==> src/rtl/mc_ctrl_pkg.sv <==
`default_nettype none
// ============================================================================
// Module      : mc_ctrl_pkg
// Description : Shared constants for the multicycle controller: opcode and
//               funct values, ALUOp / NPCOp / GPRSel / WDSel encodings,
//               FSM state encoding and the decoded-instruction types.
// Revision    : 1.0 - initial release
// ============================================================================
package mc_ctrl_pkg;

  // Opcodes (IR[31:26])
  localparam logic [5:0] c_op_rtype = 6'h00;
  localparam logic [5:0] c_op_j     = 6'h02;
  localparam logic [5:0] c_op_jal   = 6'h03;
  localparam logic [5:0] c_op_beq   = 6'h04;
  localparam logic [5:0] c_op_bne   = 6'h05;
  localparam logic [5:0] c_op_addi  = 6'h08;
  localparam logic [5:0] c_op_ori   = 6'h0D;
  localparam logic [5:0] c_op_lui   = 6'h0F;
  localparam logic [5:0] c_op_lw    = 6'h23;
  localparam logic [5:0] c_op_sw    = 6'h2B;

  // R-type funct values (IR[5:0])
  localparam logic [5:0] c_fn_sll = 6'h00;
  localparam logic [5:0] c_fn_srl = 6'h02;
  localparam logic [5:0] c_fn_jr  = 6'h08;
  localparam logic [5:0] c_fn_add = 6'h20;
  localparam logic [5:0] c_fn_sub = 6'h22;
  localparam logic [5:0] c_fn_and = 6'h24;
  localparam logic [5:0] c_fn_or  = 6'h25;
  localparam logic [5:0] c_fn_slt = 6'h2A;

  // ALUOp encoding
  localparam logic [3:0] c_alu_nop = 4'd0;
  localparam logic [3:0] c_alu_add = 4'd1;
  localparam logic [3:0] c_alu_sub = 4'd2;
  localparam logic [3:0] c_alu_and = 4'd3;
  localparam logic [3:0] c_alu_or  = 4'd4;
  localparam logic [3:0] c_alu_slt = 4'd5;
  localparam logic [3:0] c_alu_sll = 4'd6;
  localparam logic [3:0] c_alu_srl = 4'd7;
  localparam logic [3:0] c_alu_lui = 4'd8;

  // Next-PC select
  localparam logic [1:0] c_npc_pc4    = 2'b00;
  localparam logic [1:0] c_npc_branch = 2'b01;
  localparam logic [1:0] c_npc_jump   = 2'b10;
  localparam logic [1:0] c_npc_jr     = 2'b11;

  // Register-file destination select
  localparam logic [1:0] c_gpr_rd = 2'b00;
  localparam logic [1:0] c_gpr_rt = 2'b01;
  localparam logic [1:0] c_gpr_ra = 2'b10;

  // Register-file write-data select
  localparam logic [1:0] c_wd_alu = 2'b00;
  localparam logic [1:0] c_wd_mem = 2'b01;
  localparam logic [1:0] c_wd_pc4 = 2'b10;

  // FSM state encoding
  localparam logic [2:0] c_st_fetch  = 3'd0;
  localparam logic [2:0] c_st_decode = 3'd1;
  localparam logic [2:0] c_st_exec   = 3'd2;
  localparam logic [2:0] c_st_mem    = 3'd3;
  localparam logic [2:0] c_st_wb     = 3'd4;
  localparam logic [2:0] c_st_trap   = 3'd5;

  // Instruction classes: decide the FSM path and strobe timing
  typedef enum logic [3:0] {
    c_cl_ralu = 4'd0,
    c_cl_ialu = 4'd1,
    c_cl_lw   = 4'd2,
    c_cl_sw   = 4'd3,
    c_cl_beq  = 4'd4,
    c_cl_bne  = 4'd5,
    c_cl_j    = 4'd6,
    c_cl_jr   = 4'd7,
    c_cl_jal  = 4'd8,
    c_cl_ill  = 4'd9
  } instr_class_t;

  // Static per-instruction selects produced by the decoder
  typedef struct packed {
    instr_class_t cls;
    logic [3:0]   alu_op;
    logic         alu_src;
    logic         ext_op;
    logic         alu_a;
  } dec_t;

endpackage
`default_nettype wire

==> src/rtl/mc_ctrl_if.sv <==
`default_nettype none
// ============================================================================
// Module      : mc_ctrl_if
// Description : Control bundle between the multicycle controller and the
//               datapath / unified memory.
//   Inputs to controller : Op, Funct, Zero, mem_ready
//   Controller strobes   : MemRead, MemWrite, IorD, IRWrite, PCWrite, RegWrite
//   Controller selects   : EXTOp, ALUSrc, ALU_A, ALUOp, NPCOp, GPRSel, WDSel
//   Debug / status       : state, illegal
//   Modports: master = controller side, slave = datapath side.
// Revision    : 1.0 - initial release
// ============================================================================
interface mc_ctrl_if;
  import mc_ctrl_pkg::*;

  logic [5:0] Op;
  logic [5:0] Funct;
  logic       Zero;
  logic       mem_ready;

  logic       MemRead;
  logic       MemWrite;
  logic       IorD;
  logic       IRWrite;
  logic       PCWrite;
  logic       RegWrite;

  logic       EXTOp;
  logic       ALUSrc;
  logic       ALU_A;
  logic [3:0] ALUOp;
  logic [1:0] NPCOp;
  logic [1:0] GPRSel;
  logic [1:0] WDSel;

  logic [2:0] state;
  logic       illegal;

  modport master (
    input  Op, Funct, Zero, mem_ready,
    output MemRead, MemWrite, IorD, IRWrite, PCWrite, RegWrite,
    output EXTOp, ALUSrc, ALU_A, ALUOp, NPCOp, GPRSel, WDSel,
    output state, illegal
  );

  modport slave (
    output Op, Funct, Zero, mem_ready,
    input  MemRead, MemWrite, IorD, IRWrite, PCWrite, RegWrite,
    input  EXTOp, ALUSrc, ALU_A, ALUOp, NPCOp, GPRSel, WDSel,
    input  state, illegal
  );

endinterface
`default_nettype wire

==> src/rtl/mc_decode.sv <==
`default_nettype none
// ============================================================================
// Module      : mc_decode
// Description : Pure combinational instruction decoder. Maps Op/Funct to an
//               instruction class plus the static ALU-side selects.
//   i_op    : opcode field
//   i_funct : R-type funct field
//   o_dec   : class, ALUOp, ALUSrc, EXTOp, ALU_A
// Revision    : 1.0 - initial release
// ============================================================================
module mc_decode
  import mc_ctrl_pkg::*;
(
  input  logic [5:0] i_op,
  input  logic [5:0] i_funct,
  output dec_t       o_dec
);

  dec_t w_dec;

  always_comb begin
    // Anything not matched below is trapped as illegal.
    w_dec.cls     = c_cl_ill;
    w_dec.alu_op  = c_alu_nop;
    w_dec.alu_src = 1'b0;
    w_dec.ext_op  = 1'b0;
    w_dec.alu_a   = 1'b0;

    case (i_op)
      c_op_rtype: begin
        case (i_funct)
          c_fn_add: begin w_dec.cls = c_cl_ralu; w_dec.alu_op = c_alu_add; end
          c_fn_sub: begin w_dec.cls = c_cl_ralu; w_dec.alu_op = c_alu_sub; end
          c_fn_and: begin w_dec.cls = c_cl_ralu; w_dec.alu_op = c_alu_and; end
          c_fn_or:  begin w_dec.cls = c_cl_ralu; w_dec.alu_op = c_alu_or;  end
          c_fn_slt: begin w_dec.cls = c_cl_ralu; w_dec.alu_op = c_alu_slt; end
          // Shifts take operand A from the shamt field.
          c_fn_sll: begin w_dec.cls = c_cl_ralu; w_dec.alu_op = c_alu_sll; w_dec.alu_a = 1'b1; end
          c_fn_srl: begin w_dec.cls = c_cl_ralu; w_dec.alu_op = c_alu_srl; w_dec.alu_a = 1'b1; end
          c_fn_jr:  begin w_dec.cls = c_cl_jr; end
          default:  begin w_dec.cls = c_cl_ill; end
        endcase
      end
      c_op_addi: begin
        w_dec.cls = c_cl_ialu; w_dec.alu_op = c_alu_add;
        w_dec.alu_src = 1'b1;  w_dec.ext_op = 1'b1;
      end
      // Logical immediates and lui are zero-extended.
      c_op_ori: begin
        w_dec.cls = c_cl_ialu; w_dec.alu_op = c_alu_or;
        w_dec.alu_src = 1'b1;
      end
      c_op_lui: begin
        w_dec.cls = c_cl_ialu; w_dec.alu_op = c_alu_lui;
        w_dec.alu_src = 1'b1;
      end
      c_op_lw: begin
        w_dec.cls = c_cl_lw;   w_dec.alu_op = c_alu_add;
        w_dec.alu_src = 1'b1;  w_dec.ext_op = 1'b1;
      end
      c_op_sw: begin
        w_dec.cls = c_cl_sw;   w_dec.alu_op = c_alu_add;
        w_dec.alu_src = 1'b1;  w_dec.ext_op = 1'b1;
      end
      // Branches compare rs and rt by subtraction.
      c_op_beq: begin w_dec.cls = c_cl_beq; w_dec.alu_op = c_alu_sub; end
      c_op_bne: begin w_dec.cls = c_cl_bne; w_dec.alu_op = c_alu_sub; end
      c_op_j:   begin w_dec.cls = c_cl_j;   end
      c_op_jal: begin w_dec.cls = c_cl_jal; end
      default:  begin w_dec.cls = c_cl_ill; end
    endcase
  end

  assign o_dec = w_dec;

endmodule
`default_nettype wire

==> src/rtl/mc_ctrl.sv <==
`default_nettype none
// ============================================================================
// Module      : mc_ctrl
// Description : Multicycle processor control FSM
//               (FETCH/DECODE/EXEC/MEM/WB/TRAP). Generates memory, IR, PC
//               and register-file strobes and the datapath selects.
//   clk : clock, rising edge
//   rst : synchronous active-high reset
//   bus : mc_ctrl_if.master - Op/Funct/Zero/mem_ready in, control out
// Revision    : 1.0 - initial release
// ============================================================================
module mc_ctrl
  import mc_ctrl_pkg::*;
(
  input  logic      clk,
  input  logic      rst,
  mc_ctrl_if.master bus
);

  logic [2:0] r_state;
  logic [2:0] w_next_state;
  logic       r_illegal;
  dec_t       w_dec;

  logic       w_mem_read;
  logic       w_mem_write;
  logic       w_iord;
  logic       w_ir_write;
  logic       w_pc_write;
  logic       w_reg_write;
  logic       w_ext_op;
  logic       w_alu_src;
  logic       w_alu_a;
  logic [3:0] w_alu_op;
  logic [1:0] w_npc_op;
  logic [1:0] w_gpr_sel;
  logic [1:0] w_wd_sel;
  logic       w_taken;

  mc_decode u_decode (
    .i_op    (bus.Op),
    .i_funct (bus.Funct),
    .o_dec   (w_dec)
  );

  // State register plus sticky trap flag.
  always_ff @(posedge clk) begin
    if (rst) begin
      r_state   <= c_st_fetch;
      r_illegal <= 1'b0;
    end else begin
      r_state <= w_next_state;
      if (r_state == c_st_decode && w_next_state == c_st_trap)
        r_illegal <= 1'b1;
    end
  end

  // Next-state logic.
  always_comb begin
    w_next_state = r_state;
    case (r_state)
      c_st_fetch:  w_next_state = bus.mem_ready ? c_st_decode : c_st_fetch;
      c_st_decode: w_next_state = (w_dec.cls == c_cl_ill) ? c_st_trap : c_st_exec;
      c_st_exec: begin
        case (w_dec.cls)
          c_cl_lw, c_cl_sw:     w_next_state = c_st_mem;
          c_cl_ralu, c_cl_ialu: w_next_state = c_st_wb;
          default:              w_next_state = c_st_fetch;
        endcase
      end
      c_st_mem: begin
        if (bus.mem_ready)
          w_next_state = (w_dec.cls == c_cl_lw) ? c_st_wb : c_st_fetch;
      end
      c_st_wb:   w_next_state = c_st_fetch;
      c_st_trap: w_next_state = c_st_trap;
      default:   w_next_state = c_st_fetch;
    endcase
  end

  // Output decode. Everything idles at 0; rst masks all outputs so a
  // pending memory access is dropped in the reset cycle itself.
  always_comb begin
    w_mem_read  = 1'b0;
    w_mem_write = 1'b0;
    w_iord      = 1'b0;
    w_ir_write  = 1'b0;
    w_pc_write  = 1'b0;
    w_reg_write = 1'b0;
    w_ext_op    = 1'b0;
    w_alu_src   = 1'b0;
    w_alu_a     = 1'b0;
    w_alu_op    = c_alu_nop;
    w_npc_op    = c_npc_pc4;
    w_gpr_sel   = c_gpr_rd;
    w_wd_sel    = c_wd_alu;
    w_taken     = 1'b0;

    if (!rst) begin
      case (r_state)
        c_st_fetch: begin
          w_mem_read = 1'b1;
          w_ir_write = bus.mem_ready;
        end
        c_st_exec: begin
          case (w_dec.cls)
            c_cl_ralu, c_cl_ialu, c_cl_lw, c_cl_sw: begin
              w_alu_op  = w_dec.alu_op;
              w_alu_src = w_dec.alu_src;
              w_ext_op  = w_dec.ext_op;
              w_alu_a   = w_dec.alu_a;
            end
            c_cl_beq, c_cl_bne: begin
              w_alu_op   = w_dec.alu_op;
              w_alu_src  = w_dec.alu_src;
              w_taken    = (w_dec.cls == c_cl_beq) ? bus.Zero : !bus.Zero;
              w_pc_write = w_taken;
              w_npc_op   = w_taken ? c_npc_branch : c_npc_pc4;
            end
            c_cl_j: begin
              w_pc_write = 1'b1;
              w_npc_op   = c_npc_jump;
            end
            c_cl_jr: begin
              w_pc_write = 1'b1;
              w_npc_op   = c_npc_jr;
            end
            c_cl_jal: begin
              w_pc_write  = 1'b1;
              w_npc_op    = c_npc_jump;
              w_reg_write = 1'b1;
              w_gpr_sel   = c_gpr_ra;
              w_wd_sel    = c_wd_pc4;
            end
            default: ;
          endcase
        end
        c_st_mem: begin
          w_iord      = 1'b1;
          w_mem_read  = (w_dec.cls == c_cl_lw);
          w_mem_write = (w_dec.cls == c_cl_sw);
          // sw ends here, so its PC update rides on the completing access.
          w_pc_write  = (w_dec.cls == c_cl_sw) && bus.mem_ready;
        end
        c_st_wb: begin
          w_reg_write = 1'b1;
          w_pc_write  = 1'b1;
          w_gpr_sel   = (w_dec.cls == c_cl_ralu) ? c_gpr_rd : c_gpr_rt;
          w_wd_sel    = (w_dec.cls == c_cl_lw)   ? c_wd_mem : c_wd_alu;
        end
        default: ;
      endcase
    end
  end

  assign bus.MemRead  = w_mem_read;
  assign bus.MemWrite = w_mem_write;
  assign bus.IorD     = w_iord;
  assign bus.IRWrite  = w_ir_write;
  assign bus.PCWrite  = w_pc_write;
  assign bus.RegWrite = w_reg_write;
  assign bus.EXTOp    = w_ext_op;
  assign bus.ALUSrc   = w_alu_src;
  assign bus.ALU_A    = w_alu_a;
  assign bus.ALUOp    = w_alu_op;
  assign bus.NPCOp    = w_npc_op;
  assign bus.GPRSel   = w_gpr_sel;
  assign bus.WDSel    = w_wd_sel;
  assign bus.state    = r_state;
  assign bus.illegal  = r_illegal;

endmodule
`default_nettype wire

==> src/flat_wrapper.sv <==
// flat-port wrapper written by rule: the top's interface ports become plain ports
module mc_ctrl_flat import mc_ctrl_pkg::*;
  (clk, rst, bus_Op, bus_Funct, bus_Zero, bus_mem_ready, bus_MemRead, bus_MemWrite, bus_IorD, bus_IRWrite, bus_PCWrite, bus_RegWrite, bus_EXTOp, bus_ALUSrc, bus_ALU_A, bus_ALUOp, bus_NPCOp, bus_GPRSel, bus_WDSel, bus_state, bus_illegal);
  mc_ctrl_if bus_i ();
  input  logic clk;
  input  logic rst;
  input wire logic [$bits(bus_i.Op)-1:0] bus_Op;
  input wire logic [$bits(bus_i.Funct)-1:0] bus_Funct;
  input wire logic [$bits(bus_i.Zero)-1:0] bus_Zero;
  input wire logic [$bits(bus_i.mem_ready)-1:0] bus_mem_ready;
  output wire logic [$bits(bus_i.MemRead)-1:0] bus_MemRead;
  output wire logic [$bits(bus_i.MemWrite)-1:0] bus_MemWrite;
  output wire logic [$bits(bus_i.IorD)-1:0] bus_IorD;
  output wire logic [$bits(bus_i.IRWrite)-1:0] bus_IRWrite;
  output wire logic [$bits(bus_i.PCWrite)-1:0] bus_PCWrite;
  output wire logic [$bits(bus_i.RegWrite)-1:0] bus_RegWrite;
  output wire logic [$bits(bus_i.EXTOp)-1:0] bus_EXTOp;
  output wire logic [$bits(bus_i.ALUSrc)-1:0] bus_ALUSrc;
  output wire logic [$bits(bus_i.ALU_A)-1:0] bus_ALU_A;
  output wire logic [$bits(bus_i.ALUOp)-1:0] bus_ALUOp;
  output wire logic [$bits(bus_i.NPCOp)-1:0] bus_NPCOp;
  output wire logic [$bits(bus_i.GPRSel)-1:0] bus_GPRSel;
  output wire logic [$bits(bus_i.WDSel)-1:0] bus_WDSel;
  output wire logic [$bits(bus_i.state)-1:0] bus_state;
  output wire logic [$bits(bus_i.illegal)-1:0] bus_illegal;
  assign bus_i.Op = bus_Op;
  assign bus_i.Funct = bus_Funct;
  assign bus_i.Zero = bus_Zero;
  assign bus_i.mem_ready = bus_mem_ready;
  assign bus_MemRead = bus_i.MemRead;
  assign bus_MemWrite = bus_i.MemWrite;
  assign bus_IorD = bus_i.IorD;
  assign bus_IRWrite = bus_i.IRWrite;
  assign bus_PCWrite = bus_i.PCWrite;
  assign bus_RegWrite = bus_i.RegWrite;
  assign bus_EXTOp = bus_i.EXTOp;
  assign bus_ALUSrc = bus_i.ALUSrc;
  assign bus_ALU_A = bus_i.ALU_A;
  assign bus_ALUOp = bus_i.ALUOp;
  assign bus_NPCOp = bus_i.NPCOp;
  assign bus_GPRSel = bus_i.GPRSel;
  assign bus_WDSel = bus_i.WDSel;
  assign bus_state = bus_i.state;
  assign bus_illegal = bus_i.illegal;
  mc_ctrl u_core (.clk(clk), .rst(rst), .bus(bus_i));
endmodule
==> config.mk <==
export PLATFORM = sky130hd
export DESIGN_NAME = mc_ctrl_flat
export DESIGN_NICKNAME = d
export VERILOG_FILES = /design/src/rtl/mc_ctrl_pkg.sv /design/src/rtl/mc_ctrl_if.sv /design/src/rtl/mc_decode.sv /design/src/rtl/mc_ctrl.sv /design/src/flat_wrapper.sv
export SDC_FILE = /design/constraint.sdc
export NUM_CORES = 1
export LEC_CHECK = 0
export CORE_MARGIN = 5
export CORE_UTILIZATION = 44
export DETAILED_ROUTE_END_ITERATION = 16
export PLACE_DENSITY = 0.85
export SYNTH_ARGS = -nofsm -noshare
export SYNTH_HDL_FRONTEND = slang
export SYNTH_SLANG_ARGS = --single-unit
==> constraint.sdc <==
create_clock -name clk -period 4 [get_ports clk]
set_input_delay 0.6 -clock clk [delete_from_list [all_inputs] [get_ports clk]]
set_output_delay 0.6 -clock clk [all_outputs]
set_load 0.02 [all_outputs]
==> impl_metrics.py <==
metrics = {
    "cells_and_area": {
        "diodes": 0,
        "fin_util_pct": 71.7,
        "seq_area_um2": 80.1,
        "drive_above_1_share_pct": 11.1,
        "syn_to_final_growth_pct": 50.9,
        "multi_input_area_um2": 683,
        "fillers": 157,
        "fin_nets": 180,
    },
    "timing": {
        "fmax_ghz": 0.264,
        "period_minus_slack_ps": 3780,
        "setup_viol": 0,
        "period_share_pct": 94.6,
        "max_slew.worst_pin.slew_ps": 510,
        "final-hold-violation-count": 0,
        "final-max-slew-violation-count": 0,
        "rsz0062_at_grt": "no",
        "setup-tns-final_ps": 0,
        "slew_headroom_pct": 65.9,
        "finClkSkew_ps": 2.98,
    },
    "synthesis": {
        "avgSynthCellArea_um2": 6.71,
        "synth_edf_count": 0,
        "yosys_most_used_dff": "dfxtp_1",
        "synth_nets": 141,
        "synthDistinctLibCells": 48,
        "netlist_area_um2": 838,
        "async_flop_share_pct": 0,
        "ys_warn_count": 0,
        "synth_seq_cells": 4,
        "syn_inst": 125,
        "seq_area_frac_synth_pct": 9.55,
    },
    "critical_path": {
        "crit_end": "bus_PCWrite",
        "crit_fanout": 10,
        "crit_cells": 7,
        "critPathCaptureType": "primary output",
        "crit_required_ps": 3400,
        "worstPathArrival_ps": 3180,
        "timing.rr.end": "u_core.bus.state[2]$_SDFF_PP0_",
        "crit_path_start_kind": "input pin",
        "crit_type": "in -> out",
        "ff2ff_setup_slack_ps": 2260,
        "r2r_cells": 4,
        "path_delay_family": "buffers and inverters",
        "crit_start": "bus_Op[1]",
        "slowest_delay_ps": 660,
        "cp_cell_sequence": "clkdlybuf4s50_1, mux2_2, a2111oi_4, and3_1, a21oi_1, a311oi_1, clkdlybuf4s50_1",
        "crit_slowest_cell": "clkdlybuf4s50_1",
        "cp_num_buf_inv": 2,
        "r2r-start": "u_core.bus.state[1]$_SDFF_PP0_",
        "cpMostUsedCell": "clkdlybuf4s50_1",
    },
    "placed_design": {
        "port_buffers": 38,
        "hpwl_um": 2110,
        "gp_congestion": 0.920,
    },
    "cts": {
        "cts_tree": "built",
        "post-cts-setup-buffers": 0,
        "clockBufferDepth": 2,
        "htree_levels": 1,
        "cts-root-buf": "clkbuf_4",
        "clk_latency_ps": 230,
        "cts.sinks": 4,
        "hold_buffers": 0,
        "clkSlewWorstSetupHoldPaths_ps": 30,
        "numCtsBuffers": 3,
        "cts.repair.resized": 0,
    },
    "route": {
        "detail-route-antenna-nets": 0,
        "drt-initial-drc-count": 30,
        "wl_per_cell_um": 14.1,
        "wirelength_um": 2640,
        "drt_pass1_iterations": 4,
        "drc": 0,
        "via_per_inst": 5.91,
        "vias": 1105,
    },
    "floorplan": {
        "dieWidth_um": 53.7,
        "core_mm2": 0.00176,
        "start_util_pct": 47.5,
        "io_pins": 39,
        "die_h_um": 53.7,
        "die-area_mm2": 0.00288,
        "row_count": 15,
    },
    "grt": {
        "grt_max_degree": 15,
        "grt_pass1_wl_um": 4280,
        "grt_pass1_vias": 967,
        "overflow": 0,
        "antenna_found_initial": 0,
        "grtUsageTotal_pct": 19.9,
    },
    "pwr": {
        "pwr-share-seq_pct": 24.6,
        "p_int_mw": 0.160,
        "p_switching_mw": 0.114,
        "switching_share_pct": 41.5,
        "pwr-share-comb_pct": 57.8,
        "pwr-share-clk_pct": 17.6,
        "vdd_drop_max_v": 0.000227,
        "powerDensity_mw_per_mm2": 216,
        "p_leak_nw": 0.421,
    },
    "min_path": {
        "min_from": "u_core.bus.illegal$_SDFFE_PP0P_",
        "hp-class": "reg -> reg",
    },
    "outcome": {
        "outcome": "completed",
    },
    "flow_run": {
        "drv_cap": 0,
    },
}
flip-flops by register name, indices dropped and copies added (netlist names):
name and cells:
u_core.bus.state 3, u_core.bus.illegal 1
final cells by class:
type                    count  area share [%]
well taps                  25            2.47
flip-flops and latches      4            6.33
multi-input cells         105            54.0
clock buffers               3            1.78
inverters                   6            1.78
repair buffers             44            33.6
power groups by stage:
stage                     Combinational (mW)  Clock [mW]  Sequential [mW]
final                                  0.158      0.0482           0.0673
after floorplan                       0.0936           0           0.0655
after global placement                 0.155           0           0.0673
after global routing                   0.170      0.0568           0.0693
after detailed placement               0.157           0           0.0677
after CTS                              0.158      0.0509           0.0670
metal layers:
metal	part of all wire, %	vias to the layer above	global-route usage (%)
met1	44	494	25.3
met2	47	58	34.3
met3	8.7	0	6.09
li1	-	553	-
met5	0	-	0
met4	0	0	1.28
cells in the mapped netlist, drive strengths merged (2+ instances only):
master   number  share of area [%]
a2111oi       2                4.3
a21boi        2                1.8
a21oi         9                5.4
a311oi        2                2.1
a31oi         3                2.2
a41oi         4                4.2
and3          4                3.0
buf           5                4.0
clkbuf        5                2.2
dfxtp         4                9.6
inv           6                2.7
nand2         4                1.8
nand2b        4                3.0
nand3         3                1.8
nand3b        3                2.7
nand4         2                1.5
nor2         17                7.6
nor2b         3                2.2
nor3          5                3.0
nor3b         3                2.7
nor4          2                1.5
o21ai         5                3.0
or2           3                2.5
or3           3                2.2
or3b          3                3.1
or4           2                2.2
xnor2         2                2.1
kinds of logic after synthesis:
group                     share of synthesized area [%]
muxes                                              1.34
buffers and inverters                              8.95
xor gates and xnor gates                           2.09
DFF                                                9.55
AOI/OAI and AO/OA                                  31.9
and+or+nand+nor                                    46.1
worst min-delay path by stage:
stage                                           end  slack, ps  cells after the start
finish              u_core.bus.illegal$_SDFFE_PP0P_        440                      2
global route        u_core.bus.illegal$_SDFFE_PP0P_        490                      2
CTS                 u_core.bus.illegal$_SDFFE_PP0P_        450                      2
detailed placement  u_core.bus.illegal$_SDFFE_PP0P_        440                      2
global placement    u_core.bus.illegal$_SDFFE_PP0P_        440                      2
floorplan           u_core.bus.illegal$_SDFFE_PP0P_        520                      2
cell usage in the layout, fill, tap and decap left out, types with 4 or more instances in the layout:
cell / netlist / layout
clkdlybuf4s50_1: 0 / 38
nor2_1: 17 / 17
a21oi_1: 9 / 9
inv_1: 6 / 6
buf_4: 1 / 6
nor3_1: 5 / 5
o21ai_0: 5 / 5
nand2_1: 4 / 4
nand2b_1: 4 / 4
a41oi_1: 4 / 4
and3_1: 4 / 4
dfxtp_1: 4 / 4
stage by stage:
step / hold slack, ps / power, mW / area (µm²) / cells / worst slack (ps)
floorplan: 516 / 0.159 / 838 / 125 / 947
finish: 444 / 0.274 / 1260 / 187 / 216
global route: 489 / 0.296 / 1260 / 187 / 111
global placement: 435 / 0.222 / 1240 / 184 / 298
CTS: 449 / 0.275 / 1260 / 187 / 241
detailed placement: 444 / 0.225 / 1240 / 184 / 252
worst reg2reg max path: cells and delay by family (launching register included):
| family | cells | cell delay (ps) |
|---|---|---|
| compound gates | 2 | 270 |
| flops | 1 | 500 |
| simple gates | 2 | 890 |
Power figures use the tool's default switching activity.
